$ cat src/rtl/umem_pkg.sv
// Shared types for the unified-memory arbiter: FSM states, grant owner and
// fixed widths used by the top and the priority selector.
package umem_pkg;

    typedef enum logic [1:0] {
        ST_IDLE  = 2'd0,
        ST_FETCH = 2'd1,
        ST_DATA  = 2'd2,
        ST_RESP  = 2'd3
    } state_t;

    typedef enum logic {
        GNT_IF = 1'b0,
        GNT_D  = 1'b1
    } gnt_t;

    localparam logic [3:0] BE_FULL  = 4'hF;
    localparam int         STREAK_W = 4;
    localparam int         TCNT_W   = 10;

endpackage

$ cat src/rtl/umem_prio_sel.sv
// Combinational grant selection between fetch and data requests, with the
// fetch-starvation limit and the misalignment flag for the winning request.
module umem_prio_sel
    import umem_pkg::*;
#(
    parameter int MAX_STREAK = 4
) (
    input  logic                if_req,
    input  logic                d_req,
    input  logic [1:0]          if_addr_lo,
    input  logic [1:0]          d_addr_lo,
    input  logic [STREAK_W-1:0] streak,
    output logic                valid,
    output gnt_t                gnt,
    output logic                misalign
);

    // NOTE: every output gets a default before any condition so no latch is inferred.
    always_comb begin
        valid    = if_req | d_req;
        gnt      = GNT_D;
        misalign = 1'b0;
        if (if_req && (!d_req || streak == STREAK_W'(MAX_STREAK)))
            gnt = GNT_IF;
        if (gnt == GNT_IF)
            misalign = |if_addr_lo;
        else
            misalign = |d_addr_lo;
    end

endmodule

$ cat src/rtl/umem_arbiter.sv
// Shares one single-ported instruction/data memory between the fetch and
// load/store paths, one transaction at a time, with registered outputs.
module umem_arbiter
    import umem_pkg::*;
#(
    parameter int ADDR_W     = 32,
    parameter int DATA_W     = 32,
    parameter int MAX_STREAK = 4,
    parameter int TIMEOUT    = 255
) (
    input  logic              clk,
    input  logic              nrst,
    input  logic              if_req,
    input  logic [ADDR_W-1:0] if_addr,
    output logic              if_done,
    output logic [DATA_W-1:0] if_rdata,
    output logic              if_err,
    output logic              if_busy,
    input  logic              d_req,
    input  logic              d_we,
    input  logic [3:0]        d_be,
    input  logic [ADDR_W-1:0] d_addr,
    input  logic [DATA_W-1:0] d_wdata,
    output logic              d_done,
    output logic [DATA_W-1:0] d_rdata,
    output logic              d_err,
    output logic              d_busy,
    output logic              mem_req,
    output logic              mem_we,
    output logic [3:0]        mem_be,
    output logic [ADDR_W-1:0] mem_addr,
    output logic [DATA_W-1:0] mem_wdata,
    input  logic              mem_ack,
    input  logic [DATA_W-1:0] mem_rdata
);

    localparam logic [TCNT_W-1:0] TMO_LAST = TCNT_W'(TIMEOUT - 1);

    state_t                state;
    gnt_t                  gnt;
    logic [STREAK_W-1:0]   streak;
    logic [TCNT_W-1:0]     tcnt;
    logic [DATA_W-1:0]     resp_data;
    logic                  resp_err;

    logic                  sel_valid;
    logic                  sel_misalign;
    gnt_t                  sel_gnt;
    logic                  arb_en;
    logic [ADDR_W-1:0]     sel_addr;

    assign if_busy = if_req & ~if_done;
    assign d_busy  = d_req & ~d_done;

    // A requester still holds req during its done cycle, so no grant is made
    // then; this is the mandatory idle cycle between transactions.
    assign arb_en   = (state == ST_IDLE) && !if_done && !d_done;
    assign sel_addr = (sel_gnt == GNT_IF) ? if_addr : d_addr;

    umem_prio_sel #(
        .MAX_STREAK (MAX_STREAK)
    ) u_prio_sel (
        .if_req     (if_req),
        .d_req      (d_req),
        .if_addr_lo (if_addr[1:0]),
        .d_addr_lo  (d_addr[1:0]),
        .streak     (streak),
        .valid      (sel_valid),
        .gnt        (sel_gnt),
        .misalign   (sel_misalign)
    );

    // NOTE: all state is updated with non-blocking assignments so every
    // register samples the values from before this clock edge.
    always_ff @(posedge clk or negedge nrst) begin
        if (!nrst) begin
            state     <= ST_IDLE;
            gnt       <= GNT_IF;
            streak    <= '0;
            tcnt      <= '0;
            resp_data <= '0;
            resp_err  <= 1'b0;
            mem_req   <= 1'b0;
            mem_we    <= 1'b0;
            mem_be    <= '0;
            mem_addr  <= '0;
            mem_wdata <= '0;
            if_done   <= 1'b0;
            if_rdata  <= '0;
            if_err    <= 1'b0;
            d_done    <= 1'b0;
            d_rdata   <= '0;
            d_err     <= 1'b0;
        end else begin
            if_done <= 1'b0;
            if_err  <= 1'b0;
            d_done  <= 1'b0;
            d_err   <= 1'b0;

            case (state)
                ST_IDLE: begin
                    if (arb_en && sel_valid) begin
                        gnt  <= sel_gnt;
                        tcnt <= '0;
                        if (sel_gnt == GNT_IF || !if_req)
                            streak <= '0;
                        else if (streak != STREAK_W'(MAX_STREAK))
                            streak <= streak + 1'b1;

                        if (sel_misalign) begin
                            resp_data <= '0;
                            resp_err  <= 1'b1;
                            state     <= ST_RESP;
                        end else begin
                            mem_req  <= 1'b1;
                            mem_addr <= {sel_addr[ADDR_W-1:2], 2'b00};
                            if (sel_gnt == GNT_IF) begin
                                mem_we    <= 1'b0;
                                mem_be    <= BE_FULL;
                                mem_wdata <= '0;
                                state     <= ST_FETCH;
                            end else begin
                                mem_we    <= d_we;
                                mem_be    <= d_we ? d_be : BE_FULL;
                                mem_wdata <= d_wdata;
                                state     <= ST_DATA;
                            end
                        end
                    end
                end

                ST_FETCH, ST_DATA: begin
                    // An ack arriving in the timeout cycle takes precedence.
                    if (mem_ack) begin
                        mem_req   <= 1'b0;
                        resp_data <= mem_rdata;
                        resp_err  <= 1'b0;
                        state     <= ST_RESP;
                    end else if (TIMEOUT != 0 && tcnt == TMO_LAST) begin
                        mem_req   <= 1'b0;
                        resp_data <= '0;
                        resp_err  <= 1'b1;
                        state     <= ST_RESP;
                    end else begin
                        tcnt <= tcnt + 1'b1;
                    end
                end

                ST_RESP: begin
                    if (gnt == GNT_IF) begin
                        if_done  <= 1'b1;
                        if_rdata <= resp_data;
                        if_err   <= resp_err;
                    end else begin
                        d_done  <= 1'b1;
                        d_rdata <= resp_data;
                        d_err   <= resp_err;
                    end
                    state <= ST_IDLE;
                end

                default: state <= ST_IDLE;
            endcase
        end
    end

endmodule

$ cat config.mk
export PLATFORM = sky130hd
export DESIGN_NAME = umem_arbiter
export DESIGN_NICKNAME = d
export VERILOG_FILES = /design/src/rtl/umem_pkg.sv /design/src/rtl/umem_prio_sel.sv /design/src/rtl/umem_arbiter.sv
export SDC_FILE = /design/constraint.sdc
export NUM_CORES = 1
export LEC_CHECK = 0
export ABC_CLOCK_PERIOD_IN_PS = 2100
export CAP_MARGIN = 20
export CORE_ASPECT_RATIO = 0.5
export CORE_MARGIN = 1.5
export CORE_UTILIZATION = 40
export DETAILED_ROUTE_END_ITERATION = 8
export GPL_ROUTABILITY_DRIVEN = 1
export PLACE_DENSITY = 0.78
export SYNTH_ARGS = -nofsm -noshare
export SYNTH_HDL_FRONTEND = slang
export SYNTH_SLANG_ARGS = --single-unit
$ cat constraint.sdc
create_clock -name clk -period 2.1 [get_ports clk]
set_input_delay 0.315 -clock clk [delete_from_list [all_inputs] [get_ports clk]]
set_output_delay 0.315 -clock clk [all_outputs]
set_load 0.03 [all_outputs]
==> impl_metrics.csv, run 1 <==
group,metric,value,unit
grt,overflow,0,
cts,htreeDepth,4,
synth,synth_top_family_by_area,"compound AO/OA/AOI/OAI gates",
cts,root_buffer,"clkbuf_16",
synth,synth-xor-area-share,0.577,%
sta,period_share,95.7,%
detailed_routing,highest_layer,"met4",
layout,drive_above_1_share,12.0,%
sta,tns,0,ns
power_and_ir_drop,leakage,5.29,nW
setup_path,crit_family,"buffers and inverters",
detailed_routing,first_pass_iters,4,
grt,antenna_found_initial,0,
detailed_routing,drtAntennaViolNets,0,
grt,grt_usage,20.5,%
detailed_routing,wl_met1,8.69,mm
setup_path,crit_path_max_fanout,6,
detailed_routing,avgViaCountPerCell,4.96,
cts,numCtsBuffers,17,
detailed_routing,drtIter0Drc,193,
setup_path,path_buf_inv,2,
die,die_h,100,um
sta,fin_crit,2.01,ns
placement,portBuffers,275,
setup_path,start_kind,"input port",
setup_path,endpoint_kind,"output port",
detailed_routing,wirelength,19.9,mm
setup_path,critPathMaxStageDelay,0.68,ns
die,coreArea,18500,sq um
die,initial_core_util,41.1,%
setup_path,critPathKind,"in2out",
sta,fin_skew,0.0134,ns
placement,dp.cells,1176,
sta,rsz0062_at_grt,"no",
synth,synth.cell_area,7600,sq um
die,dieArea,19900,sq um
status,status,"complete, no violations",
synth,synth-edff-count,0,
cts,clockBufferDepth,2,
cts,cts_tree,"yes",
setup_path,path_cells,"clkdlybuf4s50_1 > nor2b_1 > clkdlybuf4s50_1",
detailed_routing,vias,6009,
power_and_ir_drop,max-vdd-ir-drop,0.751,mV
synth,avgSynthCellArea,11.7,sq um
sta,slew_violations,0,
synth,synthCells,647,
layout,layoutNonFillerInstCount,1211,
grt,first_global_vias,6091,
job,max_cap_viol_count,0,
cts,cts.sinks,186,
synth,synthMuxAreaShare,9.11,%
synth,yosysSeqAreaShare,61.3,%
cts,path_clk_slew,0.07,ns
sta,hold_viol,0,
grt,grt_max_degree,72,
detailed_routing,wire_per_inst,16.4,um
synth,yosys_register_bits,186,
synth,yosysWarnings,0,
sta,setup_violations,0,
cts,clkLatencyLatePin,0.42,ns
detailed_routing,wl_met3,1.03,mm
die,fp-row-count,35,
synth,synth_compound_area_share,13.7,%
layout,diodes,0,
detailed_routing,drc,0,
sta,max_freq,498,MHz
setup_path,critPathMostFrequentCell,"clkdlybuf4s50_1",
synth,postSynth.asyncResetShare,100,%
synth,yosys.area_share.simple,10.7,%
worst_hold_path,hold_path.class,"in2async",
synth,yosysUniqueCellTypes,42,
placement,gp_congestion,0.814,
synth,ys.flop_type,"dfrtp_1",
setup_path,cp_slowest_cell,"clkdlybuf4s50_1",
layout,layout.nets,1083,
power_and_ir_drop,power.density,1640,nW/um^2
setup_path,crit_arrival,1.69,ns
die,io_pins,278,
placement,hpwlAfterDp,14.4,mm
setup_path,crit_required,1.78,ns
grt,grt_pass1_wl,31.7,mm
layout,syn2layout_area_growth,51.3,%
detailed_routing,wl_met2,9.76,mm
die,die_w,198,um
synth,synth_fa_ha_area_share,0.988,%
==> synthesized netlist by cell type, types with 4 or more instances <==
cell,number,share of area [%]
a211oi_1,4,0.40
a21oi_1,5,0.33
a22o_1,66,7.6
a2bb2oi_1,4,0.46
and3_1,4,0.33
buf_2,12,0.79
buf_6,5,0.74
clkbuf_1,19,0.94
dfrtp_1,186,61
ha_1,6,0.99
inv_1,13,0.64
mux2_2,33,4.9
mux2i_1,32,4.2
nand2_1,142,7.0
nand2b_1,4,0.33
nand3_1,14,0.92
nand4_1,4,0.33
nor2_1,15,0.74
o21ai_0,37,2.4
xnor2_1,5,0.58
==> cell families (layout without fill, tap and decap cells) <==
group                      Yosys count  count (layout)
other                                1               2
adders and majority gates            6               6
xor gates and xnor gates             5               5
muxes                               65              65
and+or+nand+nor                    194             194
DFF                                186             186
AOI/OAI and AO/OA                  135             135
buffers and inverters               55             359
==> worst paths after layout <==
path | startpoint | endpoint | slack, ns | cells past startpoint
hold reg to reg | if_rdata[10] | if_rdata[10] | 0.47 | 2
setup / recovery | if_req | if_busy | 0.09 | 3
setup reg to reg | streak[1] | resp_data[3] | 0.13 | 9
min in group clk | if_rdata[10] | if_rdata[10] | 0.47 | 2
hold / removal | nrst | mem_addr[16] | 0.31 | 2
max in group asynchronous | nrst | resp_data[5] | 1.14 | 3
==> stage by stage <==
stage | total power, W | util [%] | hold WS (ns) | setup WS (ns) | area, sq um
5_1_grt | 0.0199 | 62.2 | 0.305 | 0.00714 | 11500
4_1_cts | 0.0190 | 62.0 | 0.297 | 0.0620 | 11500
2_1_floorplan | 0.0116 | - | 0.0194 | 0.116 | 7600
6_report | 0.0189 | 62.2 | 0.306 | 0.0902 | 11500
3_3_place_gp | 0.0155 | 58.8 | 0.181 | -0.0811 | 10900
3_5_place_dp | 0.0157 | 58.8 | 0.183 | -0.149 | 10900
==> layout make-up <==
| class | instances | area [sq um] |
|---|---|---|
| clock buffer | 18 | 439 |
| clock inverter | 14 | 151 |
| multi-input combinational | 407 | 2710 |
| timing repair buffer | 314 | 3160 |
| tap | 259 | 324 |
| fill | 1500 | 6990 |
| inverter | 13 | 48.8 |
| sequential | 186 | 4650 |
==> worst reg2reg max path: stages (launching register included) <==
cell and delay (ns):
dfrtp_1 0.41, inv_1 0.09, ha_1 0.17, nand4b_1 0.17, a211o_1 0.34, nand3_1 0.12, buf_4 0.13, a21oi_4 0.07
buf_12 0.15, a22o_1 0.19
==> report_power, final <==
group,internal (W),switching [W]
clock,0.00172,0.00148
combinational,0.00419,0.00531
sequential,0.00517,0.000997
total,0.0111,0.00779
==> repair_timing <==
item / 4_1_cts / 5_1_grt
endpoints found under the hold margin: 20 / 0
hold buffers: 1 / 0
buffers inserted: 0 / 2
resized for setup: 0 / 2
setup endpoints to repair: 0 / 70
==> per-layer routing <==
layer | up-vias | GRT usage, %
li1 | 2844 | -
met1 | 2955 | 26.3
met2 | 187 | 34.4
met3 | 23 | 4.87
met4 | 0 | 7.11
met5 | - | 0
==> placed cells by master (no fill, tap or decap), types with 3 or more instances in the layout <==
cell / count
clkdlybuf4s50_1: 274
dfrtp_1: 186
nand2_1: 140
a22o_1: 66
o21ai_0: 37
mux2_2: 33
mux2i_1: 32
buf_4: 29
clkbuf_16: 17
nor2_1: 15
nand3_1: 14
inv_1: 13
buf_12: 9
xnor2_1: 5
ha_1: 5
nand2b_1: 4
and3_1: 4
nand4_1: 4
a21oi_1: 4
a211oi_1: 4
a2bb2oi_1: 4
inv_6: 4
nor2b_1: 3
a31oi_1: 3
a2111oi_2: 3
nor3_1: 3
o22ai_1: 3
inv_8: 3
clkinvlp_4: 3
==> state kept, by name, summed over array words and instances, names as in the netlist <==
register	cells
state	2
if_rdata	32
resp_err	1
mem_wdata	32
streak	4
tcnt	10
mem_we	1
mem_addr	30
resp_data	32
mem_req	1
if_done	1
gnt	1
d_rdata	32
d_err	1
if_err	1
d_done	1
mem_be	4
Power figures use the tool's default switching activity.
==> run 2: changes to the inputs <==
--- a/config.mk
+++ b/config.mk
@@ -13,6 +13,7 @@
 export DETAILED_ROUTE_END_ITERATION = 8
 export GPL_ROUTABILITY_DRIVEN = 1
 export PLACE_DENSITY = 0.78
+export RECOVER_POWER = 25
 export SYNTH_ARGS = -nofsm -noshare
 export SYNTH_HDL_FRONTEND = slang
 export SYNTH_SLANG_ARGS = --single-unit
==> run 2 against run 1 <==
Against the previous run:
- sequential power about the same
- first-iteration DRC count decreased by 4.7%
- maximum frequency about the same
- via count about the same
- clock skew about the same
- non-clock buffer count unchanged
- power about the same
- sequential share of layout area increased by 0.089 points
- die area unchanged
- setup slack about the same
- critical path depth unchanged
- combinational power about the same
- highest routed layer unchanged
==> impl_metrics.csv, run 2 (synthesized netlist as in run 1, its figures left out) <==
group,metric,value,unit
setup_path,crit_start,"if_req",
die,die_h,100,um
grt,grt_pass1_wl,31.7,mm
sta,max_freq,498,MHz
layout,final_cell_mix,"clkdlybuf4s50_1, dfrtp_1, nand2_1, a22o_1, o21ai_0",
cts,cts.sinks,186,
layout,final_util,62.0,%
setup_path,critPathKind,"in2out",
cts,path_clk_slew,0.07,ns
detailed_routing,drtAntennaViolNets,0,
setup_path,timing.rr.end,"resp_data[3]",
placement,hpwlAfterDp,14.4,mm
cts,cts_tree,"yes",
setup_path,crit_end,"if_busy",
grt,grt_max_degree,72,
detailed_routing,avgViaCountPerCell,4.97,
setup_path,ff2ff_path_depth,9,
detailed_routing,vias,6014,
sta,fin_crit,2.01,ns
status,status,"complete, no violations",
die,dieArea,19900,sq um
setup_path,crit_path_max_fanout,6,
sta,worst_slew_pin_slew,0.941,ns
sta,hold_viol,0,
power_and_ir_drop,power.density,1650,nW/um^2
sta,setup_violations,0,
placement,portBuffers,275,
cts,clkLatencyLatePin,0.42,ns
job,max_cap_viol_count,0,
power_and_ir_drop,power.total,0.0189,W
setup_path,ff2ff_setup_slack,0.13,ns
cts,clockBufferDepth,2,
sta,fin_skew,0.0131,ns
setup_path,endpoint_kind,"output port",
die,coreArea,18500,sq um
sta,slew_violations,0,
cts,numCtsBuffers,17,
placement,gp_congestion,0.814,
power_and_ir_drop,max-vdd-ir-drop,0.754,mV
die,fp-row-count,35,
sta,slew_headroom,37.3,%
detailed_routing,first_pass_iters,4,
detailed_routing,wire_per_inst,16.5,um
sta,period_share,95.7,%
die,die_w,198,um
power_and_ir_drop,leakage,5.28,nW
grt,overflow,0,
setup_path,start_kind,"input port",
grt,antenna_found_initial,0,
sta,rsz0062_at_grt,"no",
grt,first_global_vias,6091,
layout,n_fill_cell,1503,
detailed_routing,wirelength,19.9,mm
cts,htreeDepth,4,
setup_path,crit_required,1.78,ns
layout,syn2layout_area_growth,50.9,%
setup_path,reg2reg_from,"streak[1]",
setup_path,crit_arrival,1.69,ns
detailed_routing,drtIter0Drc,184,
die,io_pins,278,
layout,layout.nets,1083,
layout,diodes,0,
detailed_routing,drc,0,
cts,root_buffer,"clkbuf_16",
layout,drive_above_1_share,12.0,%
die,initial_core_util,41.1,%
layout,final_common_cell,"clkdlybuf4s50_1",
worst_hold_path,hold_path.class,"in2async",
grt,grt_usage,20.5,%
run 2: cell types whose count changed in the layout (fill, tap and decap cells not counted), sizes merged:
cell	previous run	this run
buf	39	37
clkbuf	18	20
run 2: worst min path at each step:
stage | startpoint | endpoint | slack [ns] | cells after the start
2_1_floorplan | nrst | d_done | 0.02 | 0
3_3_place_gp | nrst | mem_addr[21] | 0.18 | 1
3_5_place_dp | nrst | mem_addr[17] | 0.18 | 1
4_1_cts | nrst | mem_addr[22] | 0.30 | 2
5_1_grt | nrst | mem_addr[17] | 0.29 | 2
6_report | nrst | mem_addr[16] | 0.30 | 2
run 2: stage by stage:
step | area (sq um) | worst slack, ns | setup TNS (ns) | hold slack [ns] | cells
floorplan | 7600 | 0.116 | 0 | 0.0194 | 648
global placement | 10900 | -0.0811 | -6.04 | 0.181 | 1176
detailed placement | 10900 | -0.149 | -11.47 | 0.183 | 1176
CTS | 11500 | 0.0620 | 0 | 0.297 | 1209
global route | 11500 | 0.00714 | 0 | 0.293 | 1211
finish | 11500 | 0.0901 | 0 | 0.295 | 1211
run 2: where the power goes:
part | leakage (nW) | switching (W) | internal, W
logic | 2.59 | 0.00532 | 0.00419
registers | 2.40 | 0.000998 | 0.00517
clock network | 0.282 | 0.00149 | 0.00172
total | 5.28 | 0.00780 | 0.0111
run 2: layout make-up:
type                    count  area [sq um]  area share, %
inverters                  13          48.8          0.426
well taps                 259           324           2.83
repair buffers            314          3140           27.4
clock inverters            14           151           1.32
multi-input cells         407          2710           23.6
clock buffers              18           439           3.83
flip-flops and latches    186          4650           40.6
run 2: per-layer routing:
metal / part of all wire (%) / routed length [um] / track usage (%) / vias up
met1: 44 / 8690 / 26.3 / 2961
met4: 2.2 / 439 / 7.11 / 0
met3: 5.1 / 1020 / 4.87 / 24
li1: - / - / - / 2844
met5: 0 / 0 / 0 / -
met2: 49 / 9770 / 34.4 / 185
run 2: critical path: stages:
cell and delay [ns]:
clkdlybuf4s50_1 0.55, nor2b_1 0.15, clkdlybuf4s50_1 0.68
run 2: repair_timing:
action | CTS | global route
endpoints found under the setup margin | 0 | 70
buffers inserted | 0 | 2
resized for setup | 0 | 2
hold buffers | 1 | 0
endpoints found under the hold margin | 20 | 0
